### src/rtl/serial_add_sched.sv
`default_nettype none
// ============================================================================
// Module   : serial_add_sched
// Purpose  : Two-requester scheduler around one shared bit-serial full adder.
//            A round-robin arbiter grants one requester in IDLE. The granted
//            operands are then added LSB first, one bit per clock, for WIDTH
//            clocks. The result is presented with a one-cycle done pulse.
// Ports    : clk, rst (async, active-high)
//            req0/a0/b0/cin0, req1/a1/b1/cin1 : requester inputs
//            gnt0, gnt1 : grant pulses; operands captured in that cycle
//            busy       : operation in progress (SHIFT or DONE)
//            done       : one-cycle pulse; sum/cout/owner valid
//            owner, sum, cout : registered result, held until next done
// Options  : `define SERIAL_ADD_SCHED_SUB_EN adds sub0/sub1 inputs
//            (sub=1 computes a - b; cout=1 means no borrow)
// Revision : 1.0  initial release
// ============================================================================
module serial_add_sched #(
    parameter int WIDTH = 8
) (
    input  logic             clk,
    input  logic             rst,
    input  logic             req0,
    input  logic [WIDTH-1:0] a0,
    input  logic [WIDTH-1:0] b0,
    input  logic             cin0,
    input  logic             req1,
    input  logic [WIDTH-1:0] a1,
    input  logic [WIDTH-1:0] b1,
    input  logic             cin1,
`ifdef SERIAL_ADD_SCHED_SUB_EN
    input  logic             sub0,
    input  logic             sub1,
`endif
    output logic             gnt0,
    output logic             gnt1,
    output logic             busy,
    output logic             done,
    output logic             owner,
    output logic [WIDTH-1:0] sum,
    output logic             cout
);

    localparam int c_cnt_w = (WIDTH > 1) ? $clog2(WIDTH) : 1;
    localparam logic [c_cnt_w-1:0] c_cnt_last = c_cnt_w'(WIDTH - 1);

    localparam logic [1:0] c_st_idle  = 2'd0;
    localparam logic [1:0] c_st_shift = 2'd1;
    localparam logic [1:0] c_st_done  = 2'd2;

    logic [1:0]         r_state;
    logic [1:0]         w_state_nxt;

    // r_a doubles as the result accumulator: each sum bit enters at the MSB
    // while the consumed operand bit leaves at the LSB.
    logic [WIDTH-1:0]   r_a;
    logic [WIDTH-1:0]   r_b;
    logic               r_carry;
    logic [c_cnt_w-1:0] r_cnt;
    logic               r_cur;   // requester being served
    logic               r_last;  // requester served last (round-robin)
    logic [WIDTH-1:0]   r_sum;
    logic               r_cout;
    logic               r_owner;

    logic               w_any;
    logic               w_pick;
    logic               w_grant;
    logic               w_last;
    logic               w_s;
    logic               w_c;
    logic [WIDTH-1:0]   w_shift;
    logic [WIDTH-1:0]   w_a_sel;
    logic [WIDTH-1:0]   w_b_sel;
    logic               w_cin_sel;
    logic [WIDTH-1:0]   w_b_in;
    logic               w_cin_in;

    // ------------------------------------------------------------------
    // Arbitration: a lone requester wins; on a tie the one not served last.
    // ------------------------------------------------------------------
    assign w_any  = req0 | req1;
    assign w_pick = (req0 & req1) ? ~r_last : req1;

    assign w_a_sel   = w_pick ? a1   : a0;
    assign w_b_sel   = w_pick ? b1   : b0;
    assign w_cin_sel = w_pick ? cin1 : cin0;

`ifdef SERIAL_ADD_SCHED_SUB_EN
    logic w_sub;
    assign w_sub    = w_pick ? sub1 : sub0;
    // a - b == a + ~b + 1; the requester's own carry-in is ignored.
    assign w_b_in   = w_sub ? ~w_b_sel : w_b_sel;
    assign w_cin_in = w_sub | w_cin_sel;
`else
    assign w_b_in   = w_b_sel;
    assign w_cin_in = w_cin_sel;
`endif

    // ------------------------------------------------------------------
    // Shared 1-bit full-adder cell
    // ------------------------------------------------------------------
    assign w_s     = r_a[0] ^ r_b[0] ^ r_carry;
    assign w_c     = (r_a[0] & r_b[0]) | (r_a[0] & r_carry) | (r_b[0] & r_carry);
    assign w_shift = {w_s, r_a[WIDTH-1:1]};
    assign w_last  = (r_cnt == c_cnt_last);

    // ------------------------------------------------------------------
    // FSM: state register
    // ------------------------------------------------------------------
    always_ff @(posedge clk or posedge rst) begin
        if (rst) begin
            r_state <= c_st_idle;
        end else begin
            r_state <= w_state_nxt;
        end
    end

    // ------------------------------------------------------------------
    // FSM: next-state logic
    // ------------------------------------------------------------------
    always_comb begin
        w_state_nxt = r_state;
        case (r_state)
            c_st_idle:  if (w_any)  w_state_nxt = c_st_shift;
            c_st_shift: if (w_last) w_state_nxt = c_st_done;
            c_st_done:  w_state_nxt = c_st_idle;
            default:    w_state_nxt = c_st_idle;
        endcase
    end

    // ------------------------------------------------------------------
    // FSM: outputs. Grants are combinational so the capture happens on the
    // edge that closes the grant cycle; they are masked while in reset.
    // ------------------------------------------------------------------
    always_comb begin
        gnt0 = 1'b0;
        gnt1 = 1'b0;
        busy = 1'b0;
        done = 1'b0;
        case (r_state)
            c_st_idle: begin
                gnt0 = ~rst & w_any & ~w_pick;
                gnt1 = ~rst & w_any &  w_pick;
            end
            c_st_shift: busy = 1'b1;
            c_st_done: begin
                busy = 1'b1;
                done = 1'b1;
            end
            default: ;
        endcase
    end

    assign w_grant = gnt0 | gnt1;

    // ------------------------------------------------------------------
    // Datapath
    // ------------------------------------------------------------------
    always_ff @(posedge clk or posedge rst) begin
        if (rst) begin
            r_a     <= '0;
            r_b     <= '0;
            r_carry <= 1'b0;
            r_cnt   <= '0;
            r_cur   <= 1'b0;
            r_last  <= 1'b1;  // requester 0 wins the first tie
            r_sum   <= '0;
            r_cout  <= 1'b0;
            r_owner <= 1'b0;
        end else if (w_grant) begin
            r_a     <= w_a_sel;
            r_b     <= w_b_in;
            r_carry <= w_cin_in;
            r_cnt   <= '0;
            r_cur   <= w_pick;
            r_last  <= w_pick;
        end else if (r_state == c_st_shift) begin
            r_a     <= w_shift;
            r_b     <= {1'b0, r_b[WIDTH-1:1]};
            r_carry <= w_c;
            if (w_last) begin
                r_cnt   <= '0;
                r_sum   <= w_shift;
                r_cout  <= w_c;
                r_owner <= r_cur;
            end else begin
                r_cnt   <= r_cnt + c_cnt_w'(1);
            end
        end
    end

    assign sum   = r_sum;
    assign cout  = r_cout;
    assign owner = r_owner;

endmodule
`default_nettype wire

### config.mk
export PLATFORM = sky130hd
export DESIGN_NAME = serial_add_sched
export DESIGN_NICKNAME = d
export VERILOG_FILES = /design/src/rtl/serial_add_sched.sv
export SDC_FILE = /design/constraint.sdc
export NUM_CORES = 1
export LEC_CHECK = 0
export ABC_AREA = 1
export CORE_UTILIZATION = 52
export CTS_CLUSTER_SIZE = 30
export DETAILED_ROUTE_END_ITERATION = 8
export HOLD_SLACK_MARGIN = 0.15
export MAX_ROUTING_LAYER = met4
export PLACE_DENSITY = 0.85
export SLEW_MARGIN = 5
export SYNTH_ARGS = -nofsm -noshare
export SYNTH_HDL_FRONTEND = slang
export SYNTH_SLANG_ARGS = --single-unit
export TNS_END_PERCENT = 100
### constraint.sdc
create_clock -name clk -period 4.2 [get_ports clk]
set_input_delay 0.42 -clock clk [delete_from_list [all_inputs] [get_ports clk]]
set_output_delay 0.42 -clock clk [all_outputs]
set_load 0.02 [all_outputs]
Word-level counts from Yosys, hierarchy flattened. Index checks and enable logic that the tools add are counted. Widths: inputs -> output; s select.

Flip-flop bits (word level): 34. Input bits: 38. Logic and storage cells: 58.

Add/sub/neg operators: 1. Eq/ne operators: 5. Mux-type cells: 20. Bitwise logic cells: 17. Reductions and logical operators: 5.

Operator list (count): $mux 8 (6); $mux 3 (3); $mux 1 (8); $and 1x1->1 (7); $mux 2 (2); $ne 2x2->1 const B (2); $not 1->1 (4); $or 1x1->1 (4); $pmux 2 s2 (1); $add 3x1->3 const B (1); $eq 3x3->1 const B (1); $reduce_and 3->1 (1); $eq 2x1->1 const B (1); $eq 2x2->1 const B (1); $logic_not 2->1 (1); $reduce_and 2->1 (1); $reduce_bool 2->1 (1); $reduce_or 2->1 (1); $xor 1x1->1 (2).

Logic depth before layout (Yosys ltp). Gate-level depths: netlist of run 1.

Depth in word-level cells: 8. Mapped depth: 10.

Least setup slack after synthesis of run 1. Ideal clock, no wire load.

Path kind: input port to output port. From: input rst. To: output gnt1. Arrival time: 1.658 ns. Data required time: 3.780 ns. Slack: 2.122 ns. Cell stages on the path: 3. Path buffers: 0. Cells stage by stage: inv_1 > nand2_2 > nor2_4.

Longest elaborated chain between the ends: 4.

Ends and longest elaborated chain: start: declaration (line 22) `input logic rst,`; $not 1->1 (line 144) `gnt1 = ~rst & w_any & w_pick;`; $and 1x1->1 (2 in series) (line 144); $mux 1 (line 141) `case (r_state)`; end: declaration (line 36) `output logic gnt1,`.

Every way passes these cells.

Worst setup path in the final report of run 1.
From: input req1. To: output gnt0.

Longest elaborated chain between the ends: 5.

Ends and longest elaborated chain: start: declaration (line 27) `input logic req1,`; $and 1x1->1 (line 83) `assign w_pick = (req0 & req1) ? ~r_last : req1;`; $mux 1 (line 83); $not 1->1 (line 143) `gnt0 = ~rst & w_any & ~w_pick;`; $and 1x1->1 (*) (line 143); $mux 1 (*) (line 141); end: declaration (line 35) `output logic gnt0,`.

Mark *: on every way between the ends. The rest lies on a longest branch, timed or not.

==> flow_results.xml, run 1 <==
<?xml version="1.0" encoding="UTF-8"?>
<metrics>
  <group name="power_and_ir_drop">
    <metric name="comb_power_share" unit="%">48.6</metric>
    <metric name="power_density" unit="nW/um^2">665</metric>
    <metric name="netSwitchingPower" unit="W">0.000690</metric>
    <metric name="reg_power_share" unit="%">33.6</metric>
    <metric name="power.share.switching" unit="%">40.9</metric>
    <metric name="vdd.ir_drop.worst" unit="mV">0.378</metric>
    <metric name="clockPowerShare" unit="%">17.8</metric>
    <metric name="p_int" unit="W">0.000996</metric>
    <metric name="total_leakage_power" unit="nW">1.31</metric>
  </group>
  <group name="worst_setup_path">
    <metric name="crit_path_end_kind" unit="">output pin</metric>
    <metric name="reg2reg_slack" unit="ns">2.17</metric>
    <metric name="crit-reg2reg-capture" unit="">r_carry$_DFFE_PP0P_</metric>
    <metric name="crit_path_max_fanout" unit="">18</metric>
    <metric name="reg2reg_from" unit="">r_state[0]$_DFFE_PP0P_</metric>
    <metric name="worst_ep_arrival_time" unit="ns">2.38</metric>
    <metric name="timing.critical_path.from_type" unit="">primary input</metric>
    <metric name="r2r.worst_path.cells" unit="">10</metric>
    <metric name="worst-endpoint-required" unit="ns">3.78</metric>
    <metric name="criticalPathCategory" unit="">primary input to output pin</metric>
  </group>
  <group name="route">
    <metric name="detail_route.wirelength" unit="um">4320</metric>
    <metric name="wl_per_cell" unit="um">12.4</metric>
    <metric name="drt_drc_violations_left" unit="">0</metric>
    <metric name="detail-route-antenna-nets" unit="">0</metric>
    <metric name="num_vias" unit="">1746</metric>
    <metric name="vias_per_cell" unit="">5.00</metric>
    <metric name="detail_route.first_pass.iterations" unit="">4</metric>
    <metric name="initial_drc_count" unit="">93</metric>
  </group>
  <group name="timing">
    <metric name="hold_viol_final" unit="">0</metric>
    <metric name="final_min_period_over_clock_period" unit="%">66.8</metric>
    <metric name="totalNegativeSetupSlack" unit="ns">0</metric>
    <metric name="headroom_to_the_max_slew_limit" unit="%">67.4</metric>
    <metric name="fmaxAchievable" unit="MHz">357</metric>
    <metric name="worst_setup_margin" unit="ns">1.40</metric>
    <metric name="rsz_0062_raised_after_global_routing" unit="">no</metric>
    <metric name="finalMaxSlewViolations" unit="">0</metric>
    <metric name="final_period_minus_worst_setup_slack" unit="ns">2.80</metric>
    <metric name="worst_slew_pin_slew" unit="ns">0.488</metric>
    <metric name="finalClockSkew" unit="ns">0.00657</metric>
    <metric name="finalSetupViolCount" unit="">0</metric>
  </group>
  <group name="die">
    <metric name="die_x" unit="um">63.0</metric>
    <metric name="initial_utilization" unit="%">56.2</metric>
    <metric name="die-height" unit="um">63.0</metric>
    <metric name="num_io_pins" unit="">52</metric>
    <metric name="num_rows" unit="">21</metric>
    <metric name="floorplan.core_area" unit="um^2">3440</metric>
    <metric name="die_area" unit="um^2">3970</metric>
  </group>
  <group name="layout">
    <metric name="mostFrequentLayoutCells" unit="">sky130_fd_sc_hd__nand2_1, sky130_fd_sc_hd__clkdlybuf4s50_1, sky130_fd_sc_hd__dfrtp_1, sky130_fd_sc_hd__nand3_1, sky130_fd_sc_hd__inv_1</metric>
    <metric name="number_of_fillers_in_the_final_layout" unit="">261</metric>
    <metric name="antennaDiodeCount" unit="">0</metric>
    <metric name="final_layout_size_suffix_gt1_share" unit="%">8.58</metric>
    <metric name="net_total_in_the_final_layout" unit="">347</metric>
    <metric name="final_common_cell" unit="">sky130_fd_sc_hd__nand2_1</metric>
    <metric name="syn2layout_area_growth" unit="%">31.0</metric>
  </group>
  <group name="logic_synthesis">
    <metric name="synth_seq_area_share" unit="%">44.0</metric>
    <metric name="postSynthCellCount" unit="">254</metric>
    <metric name="syn-mean-instance-area" unit="um^2">7.62</metric>
    <metric name="yosys_warnings" unit="">0</metric>
    <metric name="number_of_distinct_library_cells_after_synthesis" unit="">23</metric>
    <metric name="ys_ff_latch" unit="">34</metric>
    <metric name="synth_area" unit="um^2">1930</metric>
    <metric name="mappedNetlistNets" unit="">298</metric>
  </group>
  <group name="clock_network">
    <metric name="num_cts_buffers" unit="">5</metric>
    <metric name="cts_tree" unit="">built</metric>
    <metric name="clk_path_buf_depth" unit="">2</metric>
    <metric name="cts_hold_repair.buffers" unit="">0</metric>
    <metric name="path_clk_slew" unit="ns">0.06</metric>
    <metric name="clock_insertion_delay_worst_skew" unit="ns">0.29</metric>
    <metric name="post-cts-setup-buffer-count" unit="">0</metric>
    <metric name="clock-root-buffer" unit="">sky130_fd_sc_hd__clkbuf_8</metric>
    <metric name="cts_htree_levels" unit="">2</metric>
    <metric name="clock_sinks" unit="">34</metric>
    <metric name="ctsResizeCount" unit="">0</metric>
  </group>
  <group name="run">
    <metric name="max_cap_violations" unit="">0</metric>
  </group>
  <group name="hold_path">
    <metric name="holdPathEnd" unit="">sum[6]$_DFFE_PP0P_</metric>
    <metric name="worst_hold_path_type" unit="">register to register</metric>
    <metric name="hold_sp" unit="">sum[6]$_DFFE_PP0P_</metric>
    <metric name="hold_path_depth" unit="">2</metric>
  </group>
  <group name="global_route">
    <metric name="remaining_overflow_grt" unit="">0</metric>
    <metric name="grt_max_degree" unit="">36</metric>
    <metric name="first_pass_grt_wire_length" unit="um">7330</metric>
    <metric name="initial_antenna_violation_count" unit="">0</metric>
    <metric name="number_of_global_route_vias_before_repair" unit="">1661</metric>
    <metric name="globalRouteTotalUtil" unit="%">24.3</metric>
  </group>
  <group name="place">
    <metric name="hpwl" unit="um">3170</metric>
    <metric name="globalplace.congestion" unit="">0.886</metric>
    <metric name="place_ws" unit="ns">1.40</metric>
    <metric name="port-buffer-count" unit="">51</metric>
  </group>
  <group name="status">
    <metric name="run_status" unit="">finished, final reports clean</metric>
  </group>
</metrics>
-- cell families after synthesis --
logic type               share of synthesized area, %
adder cells (fa/ha/maj)                          4.27
buffers and inverters                            9.06
flip-flops                                       44.0
AND/OR/NAND/NOR                                  36.9
AO/OA/AOI/OAI                                    5.69
-- Yosys cell counts --
master	instances	area share (%)
sky130_fd_sc_hd__a211oi_1	1	0.39
sky130_fd_sc_hd__a21oi_1	1	0.26
sky130_fd_sc_hd__buf_2	2	0.52
sky130_fd_sc_hd__buf_4	1	0.39
sky130_fd_sc_hd__buf_6	6	3.5
sky130_fd_sc_hd__clkbuf_1	1	0.19
sky130_fd_sc_hd__dfrtp_1	33	43
sky130_fd_sc_hd__dfstp_2	1	1.4
sky130_fd_sc_hd__fa_1	1	1.0
sky130_fd_sc_hd__ha_1	5	3.2
sky130_fd_sc_hd__inv_1	23	4.5
sky130_fd_sc_hd__nand2_1	111	22
sky130_fd_sc_hd__nand2_2	4	1.3
sky130_fd_sc_hd__nand2_4	2	1.2
sky130_fd_sc_hd__nand3_1	28	7.2
sky130_fd_sc_hd__nor2_1	9	1.7
sky130_fd_sc_hd__nor2_4	4	2.3
sky130_fd_sc_hd__o21ai_0	9	2.3
sky130_fd_sc_hd__o21ai_1	1	0.26
sky130_fd_sc_hd__o21ai_2	4	1.8
sky130_fd_sc_hd__o22ai_1	2	0.65
sky130_fd_sc_hd__or2_0	2	0.65
sky130_fd_sc_hd__or2_2	3	0.97
-- sequential cells by signal (all words and copies together) (netlist names) --
| name | count |
|---|---|
| cout | 1 |
| owner | 1 |
| r_a | 8 |
| r_b | 8 |
| r_carry | 1 |
| r_cnt | 3 |
| r_cur | 1 |
| r_last | 1 |
| r_state | 2 |
| sum | 8 |
-- power by group through the flow --
stage	logic [W]	registers, W	clock network (W)
finish	0.000819	0.000566	0.000301
global route	0.000913	0.000580	0.000317
CTS	0.000822	0.000564	0.000302
detailed placement	0.000813	0.000569	0
global placement	0.000792	0.000564	0
floorplan	0.000553	0.000596	0
-- metal layers --
layer | up-vias | GRT usage, % | part of all wire (%)
met1 | 796 | 31.1 | 47
li1 | 885 | - | -
met3 | 6 | 5.84 | 6.1
met4 | 0 | 8.14 | 0.79
met2 | 59 | 37.8 | 46
met5 | - | - | 0
-- through the flow --
stage          hold WS (ns)  power (W)  utilization (%)  instances  area [um^2]
5_1_grt               0.500    0.00181             73.6        349         2530
6_report              0.473    0.00169             73.6        349         2530
3_3_place_gp          0.455    0.00136             70.3        342         2420
4_1_cts               0.476    0.00169             73.6        349         2530
3_5_place_dp          0.462    0.00138             70.3        342         2420
2_1_floorplan         0.444    0.00115                -        254         1930
-- worst max path at each step --
| stage | startpoint | to | slack (ns) | cells after the start |
|---|---|---|---|---|
| 2_1_floorplan | rst | gnt1 | 2.12 | 3 |
| 3_3_place_gp | rst | gnt1 | 1.46 | 6 |
| 3_5_place_dp | req1 | gnt0 | 1.40 | 6 |
| 4_1_cts | req1 | gnt0 | 1.40 | 6 |
| 5_1_grt | rst | gnt1 | 1.24 | 6 |
| 6_report | req1 | gnt0 | 1.40 | 6 |
-- critical path: stages --
cell	delay (ns)
sky130_fd_sc_hd__clkdlybuf4s50_1	0.76
sky130_fd_sc_hd__inv_1	0.08
sky130_fd_sc_hd__nand2_1	0.13
sky130_fd_sc_hd__nand2_2	0.22
sky130_fd_sc_hd__nor2_1	0.16
sky130_fd_sc_hd__clkdlybuf4s50_1	0.61
-- cell type report --
cell class / count / area, um^2 / area share, %
inverter: 23 / 86.3 / 3.41
sequential: 34 / 852 / 33.6
multi-input combinational: 187 / 907 / 35.8
clock buffer: 6 / 82.6 / 3.26
timing repair buffer: 52 / 518 / 20.4
tap: 46 / 57.6 / 2.27
clock inverter: 1 / 30.0 / 1.19
Note: power is estimated with default switching activity, not from simulation.
==> run 2: changes to the inputs <==
--- a/config.mk
+++ b/config.mk
@@ -6,12 +6,12 @@
 export NUM_CORES = 1
 export LEC_CHECK = 0
 export ABC_AREA = 1
-export CORE_UTILIZATION = 52
+export CORE_UTILIZATION = 48
 export CTS_CLUSTER_SIZE = 30
 export DETAILED_ROUTE_END_ITERATION = 8
 export HOLD_SLACK_MARGIN = 0.15
 export MAX_ROUTING_LAYER = met4
-export PLACE_DENSITY = 0.85
+export PLACE_DENSITY = 0.79
 export SLEW_MARGIN = 5
 export SYNTH_ARGS = -nofsm -noshare
 export SYNTH_HDL_FRONTEND = slang
==> constraint.sdc (replaced) <==
create_clock -name clk -period 2.85 [get_ports clk]
set_input_delay 0.285 -clock clk [delete_from_list [all_inputs] [get_ports clk]]
set_output_delay 0.285 -clock clk [all_outputs]
set_load 0.02 [all_outputs]
==> flow_results.xml, run 2 (same netlist as run 1, synthesis figures left out) <==
<?xml version="1.0" encoding="UTF-8"?>
<metrics>
  <group name="status">
    <metric name="run_status" unit="">finished, final reports clean</metric>
  </group>
  <group name="die">
    <metric name="num_rows" unit="">22</metric>
    <metric name="die-height" unit="um">65.5</metric>
    <metric name="die_x" unit="um">65.5</metric>
    <metric name="floorplan.core_area" unit="um^2">3770</metric>
    <metric name="die_area" unit="um^2">4290</metric>
    <metric name="num_io_pins" unit="">52</metric>
    <metric name="initial_utilization" unit="%">51.3</metric>
  </group>
  <group name="layout">
    <metric name="final_common_cell" unit="">sky130_fd_sc_hd__nand2_1</metric>
    <metric name="antennaDiodeCount" unit="">0</metric>
    <metric name="final_layout_size_suffix_gt1_share" unit="%">9.48</metric>
    <metric name="stdcell_area" unit="um^2">2530</metric>
    <metric name="number_of_fillers_in_the_final_layout" unit="">331</metric>
    <metric name="syn2layout_area_growth" unit="%">31.0</metric>
    <metric name="multiInputGateArea" unit="um^2">907</metric>
    <metric name="seqCellArea" unit="um^2">852</metric>
    <metric name="net_total_in_the_final_layout" unit="">349</metric>
    <metric name="mostFrequentLayoutCells" unit="">sky130_fd_sc_hd__nand2_1, sky130_fd_sc_hd__clkdlybuf4s50_1, sky130_fd_sc_hd__dfrtp_1, sky130_fd_sc_hd__nand3_1, sky130_fd_sc_hd__inv_1</metric>
    <metric name="final_core_utilization" unit="%">67.2</metric>
  </group>
  <group name="global_route">
    <metric name="globalRouteTotalUtil" unit="%">23.1</metric>
    <metric name="number_of_global_route_vias_before_repair" unit="">1733</metric>
    <metric name="first_pass_grt_wire_length" unit="um">7340</metric>
    <metric name="remaining_overflow_grt" unit="">0</metric>
    <metric name="initial_antenna_violation_count" unit="">0</metric>
    <metric name="grt_max_degree" unit="">35</metric>
  </group>
  <group name="clock_network">
    <metric name="cts_tree" unit="">built</metric>
    <metric name="ctsResizeCount" unit="">0</metric>
    <metric name="cts_hold_repair.buffers" unit="">0</metric>
    <metric name="post-cts-setup-buffer-count" unit="">0</metric>
    <metric name="clk_path_buf_depth" unit="">2</metric>
    <metric name="clock_insertion_delay_worst_skew" unit="ns">0.29</metric>
    <metric name="cts_htree_levels" unit="">2</metric>
    <metric name="clock_sinks" unit="">34</metric>
    <metric name="clock-root-buffer" unit="">sky130_fd_sc_hd__clkbuf_8</metric>
    <metric name="num_cts_buffers" unit="">5</metric>
    <metric name="path_clk_slew" unit="ns">0.07</metric>
  </group>
  <group name="power_and_ir_drop">
    <metric name="vdd.ir_drop.worst" unit="mV">0.476</metric>
    <metric name="total_leakage_power" unit="nW">1.30</metric>
    <metric name="power_density" unit="nW/um^2">944</metric>
  </group>
  <group name="worst_setup_path">
    <metric name="crit-reg2reg-capture" unit="">r_carry$_DFFE_PP0P_</metric>
    <metric name="cpMaxStageDelayCell" unit="">sky130_fd_sc_hd__clkdlybuf4s50_1</metric>
    <metric name="criticalPathCategory" unit="">primary input to output pin</metric>
    <metric name="reg2reg_slack" unit="ns">0.89</metric>
    <metric name="r2r.worst_path.cells" unit="">11</metric>
    <metric name="critical_path.cell_chain" unit="">clkdlybuf4s50_1 &gt; nand2_2 &gt; nand2_4 &gt; inv_1 &gt; nor2_1 &gt; clkdlybuf4s50_1</metric>
    <metric name="worst_ep_arrival_time" unit="ns">2.10</metric>
    <metric name="worst_path_dominant_cell_family" unit="">buffers and inverters</metric>
    <metric name="worstSetupStartpoint" unit="">req0</metric>
    <metric name="timing.critical_path.from_type" unit="">primary input</metric>
    <metric name="critical-path-top-cell-by-count" unit="">sky130_fd_sc_hd__clkdlybuf4s50_1</metric>
    <metric name="crit_path_max_fanout" unit="">18</metric>
    <metric name="cp_slowest_stage_delay" unit="ns">0.62</metric>
    <metric name="reg2reg_from" unit="">r_state[0]$_DFFE_PP0P_</metric>
    <metric name="path_buf_inv" unit="">3</metric>
    <metric name="crit_path_end_kind" unit="">output pin</metric>
    <metric name="worst-endpoint-required" unit="ns">2.57</metric>
  </group>
  <group name="place">
    <metric name="detailed_place.area" unit="um^2">2440</metric>
    <metric name="port-buffer-count" unit="">51</metric>
    <metric name="hpwl" unit="um">3040</metric>
    <metric name="globalplace.congestion" unit="">0.844</metric>
  </group>
  <group name="timing">
    <metric name="timing.hold.ws" unit="ns">0.469</metric>
    <metric name="finalSetupViolCount" unit="">0</metric>
    <metric name="final_min_period_over_clock_period" unit="%">83.8</metric>
    <metric name="final_period_minus_worst_setup_slack" unit="ns">2.39</metric>
    <metric name="rsz_0062_raised_after_global_routing" unit="">no</metric>
    <metric name="fmaxAchievable" unit="MHz">419</metric>
    <metric name="headroom_to_the_max_slew_limit" unit="%">67.6</metric>
    <metric name="worst_slew_pin_slew" unit="ns">0.484</metric>
    <metric name="finalMaxSlewViolations" unit="">0</metric>
    <metric name="hold_viol_final" unit="">0</metric>
    <metric name="totalNegativeSetupSlack" unit="ns">0</metric>
    <metric name="finalClockSkew" unit="ns">0.00431</metric>
  </group>
  <group name="route">
    <metric name="detail_route.first_pass.iterations" unit="">4</metric>
    <metric name="num_vias" unit="">1786</metric>
    <metric name="wl_per_cell" unit="um">11.8</metric>
    <metric name="initial_drc_count" unit="">114</metric>
    <metric name="detail-route-antenna-nets" unit="">0</metric>
    <metric name="drt_drc_violations_left" unit="">0</metric>
    <metric name="vias_per_cell" unit="">5.05</metric>
    <metric name="detail_route.wirelength" unit="um">4180</metric>
  </group>
  <group name="hold_path">
    <metric name="worst_hold_path_type" unit="">primary input to asynchronous set/reset pin</metric>
  </group>
  <group name="run">
    <metric name="max_cap_violations" unit="">0</metric>
  </group>
</metrics>
[run 2: cell count changes in the layout (fill, tap and decap cells not counted), sizes merged]
cell	change
buf	+2
clkinv	+1
clkinvlp	+1
bufinv	-1
[run 2: worst min-delay path: stages]
cell and delay, ns:
sky130_fd_sc_hd__clkdlybuf4s50_1 0.42, sky130_fd_sc_hd__inv_1 0.09, sky130_fd_sc_hd__buf_4 0.39
[run 2: worst max path at each step]
stage	end	cells after the start
2_1_floorplan	r_carry$_DFFE_PP0P_	8
3_3_place_gp	gnt0	6
3_5_place_dp	gnt0	6
4_1_cts	gnt0	6
5_1_grt	gnt0	6
6_report	gnt0	6
[run 2: per-layer routing]
layer	vias up	global-route usage (%)	part of all wire, %
met5	-	-	0
met4	0	10.9	2.5
met3	9	3.47	6.0
met2	61	35.3	46
met1	826	30.2	45
li1	890	-	-
[run 2: layout make-up]
| cell class | count | share of cell area, % |
|---|---|---|
| timing repair buffer | 54 | 21.0 |
| sequential | 34 | 33.6 |
| clock buffer | 6 | 3.26 |
| inverter | 23 | 3.41 |
| multi-input combinational | 187 | 35.8 |
| tap | 48 | 2.37 |
| clock inverter | 2 | 0.494 |
[run 2: stage by stage]
step	setup slack [ns]	cells	power (W)
2_1_floorplan	0.909	254	0.00169
3_3_place_gp	0.523	346	0.00199
3_5_place_dp	0.470	346	0.00203
4_1_cts	0.472	354	0.00241
5_1_grt	0.321	354	0.00262
6_report	0.461	354	0.00239
[run 2: power by group]
group | total (W) | switching [W] | internal [W] | leakage, nW
clock network | 0.000369 | 0.000175 | 0.000194 | 0.0472
logic | 0.00119 | 0.000705 | 0.000488 | 0.834
registers | 0.000830 | 0.000125 | 0.000705 | 0.423
total | 0.00239 | 0.00101 | 0.00139 | 1.30
==> run 3: changes to the inputs <==
==> constraint.sdc (replaced) <==
create_clock -name clk -period 2.5 [get_ports clk]
set_input_delay 0.25 -clock clk [delete_from_list [all_inputs] [get_ports clk]]
set_output_delay 0.25 -clock clk [all_outputs]
set_load 0.02 [all_outputs]
==> flow_results.xml, run 3 (same netlist as run 1, synthesis figures left out) <==
<?xml version="1.0" encoding="UTF-8"?>
<metrics>
  <group name="die">
    <metric name="initial_utilization" unit="%">51.3</metric>
    <metric name="die_x" unit="um">65.5</metric>
    <metric name="floorplan.core_area" unit="um^2">3770</metric>
    <metric name="die_area" unit="um^2">4290</metric>
    <metric name="num_io_pins" unit="">52</metric>
    <metric name="die-height" unit="um">65.5</metric>
    <metric name="num_rows" unit="">22</metric>
  </group>
  <group name="worst_setup_path">
    <metric name="r2r.worst_path.cells" unit="">8</metric>
    <metric name="criticalPathCategory" unit="">primary input to output pin</metric>
    <metric name="critical_path.cell_chain" unit="">clkdlybuf4s50_1 &gt; nand2_2 &gt; nand2_4 &gt; inv_1 &gt; nor2_1 &gt; clkdlybuf4s50_1</metric>
    <metric name="timing.critical_path.from_type" unit="">primary input</metric>
    <metric name="crit_path_max_fanout" unit="">18</metric>
    <metric name="worst-endpoint-required" unit="ns">2.25</metric>
    <metric name="worst_ep_arrival_time" unit="ns">2.11</metric>
    <metric name="cp_slowest_stage_delay" unit="ns">0.60</metric>
    <metric name="crit-reg2reg-capture" unit="">r_a[3]$_DFFE_PP0P_</metric>
    <metric name="path_buf_inv" unit="">3</metric>
    <metric name="crit_path_end_kind" unit="">output pin</metric>
    <metric name="reg2reg_slack" unit="ns">0.54</metric>
    <metric name="critical-path-top-cell-by-count" unit="">sky130_fd_sc_hd__clkdlybuf4s50_1</metric>
    <metric name="reg2reg_from" unit="">r_state[1]$_DFFE_PP0P_</metric>
    <metric name="worst_path_dominant_cell_family" unit="">buffers and inverters</metric>
    <metric name="worstSetupStartpoint" unit="">req0</metric>
    <metric name="cpMaxStageDelayCell" unit="">sky130_fd_sc_hd__clkdlybuf4s50_1</metric>
  </group>
  <group name="power_and_ir_drop">
    <metric name="netSwitchingPower" unit="W">0.00116</metric>
    <metric name="p_int" unit="W">0.00168</metric>
    <metric name="power_density" unit="nW/um^2">1110</metric>
    <metric name="reg_power_share" unit="%">33.3</metric>
    <metric name="clockPowerShare" unit="%">17.9</metric>
    <metric name="vdd.ir_drop.worst" unit="mV">0.664</metric>
    <metric name="total_leakage_power" unit="nW">1.32</metric>
    <metric name="comb_power_share" unit="%">48.7</metric>
    <metric name="power.share.switching" unit="%">40.8</metric>
  </group>
  <group name="place">
    <metric name="detailed_place.area" unit="um^2">2450</metric>
    <metric name="port-buffer-count" unit="">51</metric>
    <metric name="hpwl" unit="um">3150</metric>
    <metric name="globalplace.congestion" unit="">0.843</metric>
  </group>
  <group name="route">
    <metric name="drt_drc_violations_left" unit="">0</metric>
    <metric name="initial_drc_count" unit="">89</metric>
    <metric name="detail-route-antenna-nets" unit="">0</metric>
    <metric name="vias_per_cell" unit="">5.03</metric>
    <metric name="wl_per_cell" unit="um">12.6</metric>
    <metric name="detail_route.wirelength" unit="um">4450</metric>
    <metric name="num_vias" unit="">1782</metric>
    <metric name="detail_route.first_pass.iterations" unit="">4</metric>
  </group>
  <group name="clock_network">
    <metric name="cts_tree" unit="">built</metric>
    <metric name="num_cts_buffers" unit="">5</metric>
    <metric name="cts_htree_levels" unit="">2</metric>
    <metric name="clk_path_buf_depth" unit="">2</metric>
    <metric name="clock_insertion_delay_worst_skew" unit="ns">0.28</metric>
    <metric name="path_clk_slew" unit="ns">0.07</metric>
    <metric name="post-cts-setup-buffer-count" unit="">0</metric>
    <metric name="clock-root-buffer" unit="">sky130_fd_sc_hd__clkbuf_8</metric>
    <metric name="cts_hold_repair.buffers" unit="">0</metric>
    <metric name="clock_sinks" unit="">34</metric>
    <metric name="ctsResizeCount" unit="">0</metric>
  </group>
  <group name="status">
    <metric name="run_status" unit="">finished, final reports clean</metric>
  </group>
  <group name="layout">
    <metric name="final_layout_size_suffix_gt1_share" unit="%">9.48</metric>
    <metric name="net_total_in_the_final_layout" unit="">350</metric>
    <metric name="mostFrequentLayoutCells" unit="">sky130_fd_sc_hd__nand2_1, sky130_fd_sc_hd__clkdlybuf4s50_1, sky130_fd_sc_hd__dfrtp_1, sky130_fd_sc_hd__nand3_1, sky130_fd_sc_hd__inv_1</metric>
    <metric name="stdcell_area" unit="um^2">2560</metric>
    <metric name="syn2layout_area_growth" unit="%">32.3</metric>
    <metric name="antennaDiodeCount" unit="">0</metric>
    <metric name="number_of_fillers_in_the_final_layout" unit="">314</metric>
    <metric name="final_common_cell" unit="">sky130_fd_sc_hd__nand2_1</metric>
    <metric name="final_core_utilization" unit="%">67.9</metric>
  </group>
  <group name="timing">
    <metric name="rsz_0062_raised_after_global_routing" unit="">no</metric>
    <metric name="finalSetupViolCount" unit="">0</metric>
    <metric name="finalClockSkew" unit="ns">0.00356</metric>
    <metric name="fmaxAchievable" unit="MHz">424</metric>
    <metric name="final_min_period_over_clock_period" unit="%">94.4</metric>
    <metric name="totalNegativeSetupSlack" unit="ns">0</metric>
    <metric name="headroom_to_the_max_slew_limit" unit="%">71.2</metric>
    <metric name="hold_viol_final" unit="">0</metric>
    <metric name="worst_slew_pin_slew" unit="ns">0.431</metric>
    <metric name="final_period_minus_worst_setup_slack" unit="ns">2.36</metric>
    <metric name="finalMaxSlewViolations" unit="">0</metric>
  </group>
  <group name="global_route">
    <metric name="number_of_global_route_vias_before_repair" unit="">1758</metric>
    <metric name="globalRouteTotalUtil" unit="%">24.3</metric>
    <metric name="grt_max_degree" unit="">35</metric>
    <metric name="initial_antenna_violation_count" unit="">0</metric>
    <metric name="remaining_overflow_grt" unit="">0</metric>
    <metric name="first_pass_grt_wire_length" unit="um">7640</metric>
  </group>
  <group name="hold_path">
    <metric name="worst_hold_path_type" unit="">primary input to asynchronous set/reset pin</metric>
  </group>
  <group name="run">
    <metric name="max_cap_violations" unit="">0</metric>
  </group>
</metrics>
==> run 3: cell count changes in the layout (fill, tap and decap cells not counted) <==
cell / delta
sky130_fd_sc_hd__buf_4: +1
sky130_fd_sc_hd__bufinv_16: +1
sky130_fd_sc_hd__clkinv_2: -1
sky130_fd_sc_hd__clkinvlp_4: -1
==> run 3: worst max-delay path by stage <==
stage	cells past startpoint	endpoint	slack (ns)
floorplan	8	r_carry$_DFFE_PP0P_	0.59
global placement	6	gnt0	0.24
detailed placement	6	gnt0	0.19
CTS	6	gnt0	0.15
global route	6	gnt0	0.06
finish	6	gnt0	0.14
==> run 3: tightest hold or removal path: stages <==
cell,delay (ns)
sky130_fd_sc_hd__clkdlybuf4s50_1,0.42
sky130_fd_sc_hd__inv_1,0.09
sky130_fd_sc_hd__buf_4,0.39
==> run 3: routing by layer <==
layer,routed length [um],vias up,global-route usage [%]
met5,0,-,-
met4,53,0,8.42
met3,238,7,6.08
met2,2120,56,38.7
met1,2040,830,30.1
li1,-,889,-
==> run 3: final cells by class <==
class	count	area, um^2	share of cell area [%]
clock buffers	6	82.6	3.23
clock inverters	1	30.0	1.17
inverters	23	86.3	3.37
multi-input cells	187	907	35.5
flip-flops and latches	34	852	33.3
well taps	48	60.1	2.35
repair buffers	55	541	21.1
==> run 3: metrics by stage <==
stage / setup slack [ns] / hold slack [ns] / std cells / power, W
detailed placement: 0.195 / 0.461 / 347 / 0.00233
floorplan: 0.594 / 0.407 / 254 / 0.00193
CTS: 0.150 / 0.458 / 354 / 0.00286
finish: 0.141 / 0.443 / 354 / 0.00284
global route: 0.0554 / 0.485 / 354 / 0.00307
global placement: 0.236 / 0.457 / 347 / 0.00229
==> run 3: power by group through the flow <==
stage	logic [W]	clock network, W	registers, W
floorplan	0.000930	0	0.00100
global placement	0.00134	0	0.000943
detailed placement	0.00138	0	0.000950
CTS	0.00140	0.000516	0.000945
global route	0.00156	0.000543	0.000970
finish	0.00139	0.000510	0.000948
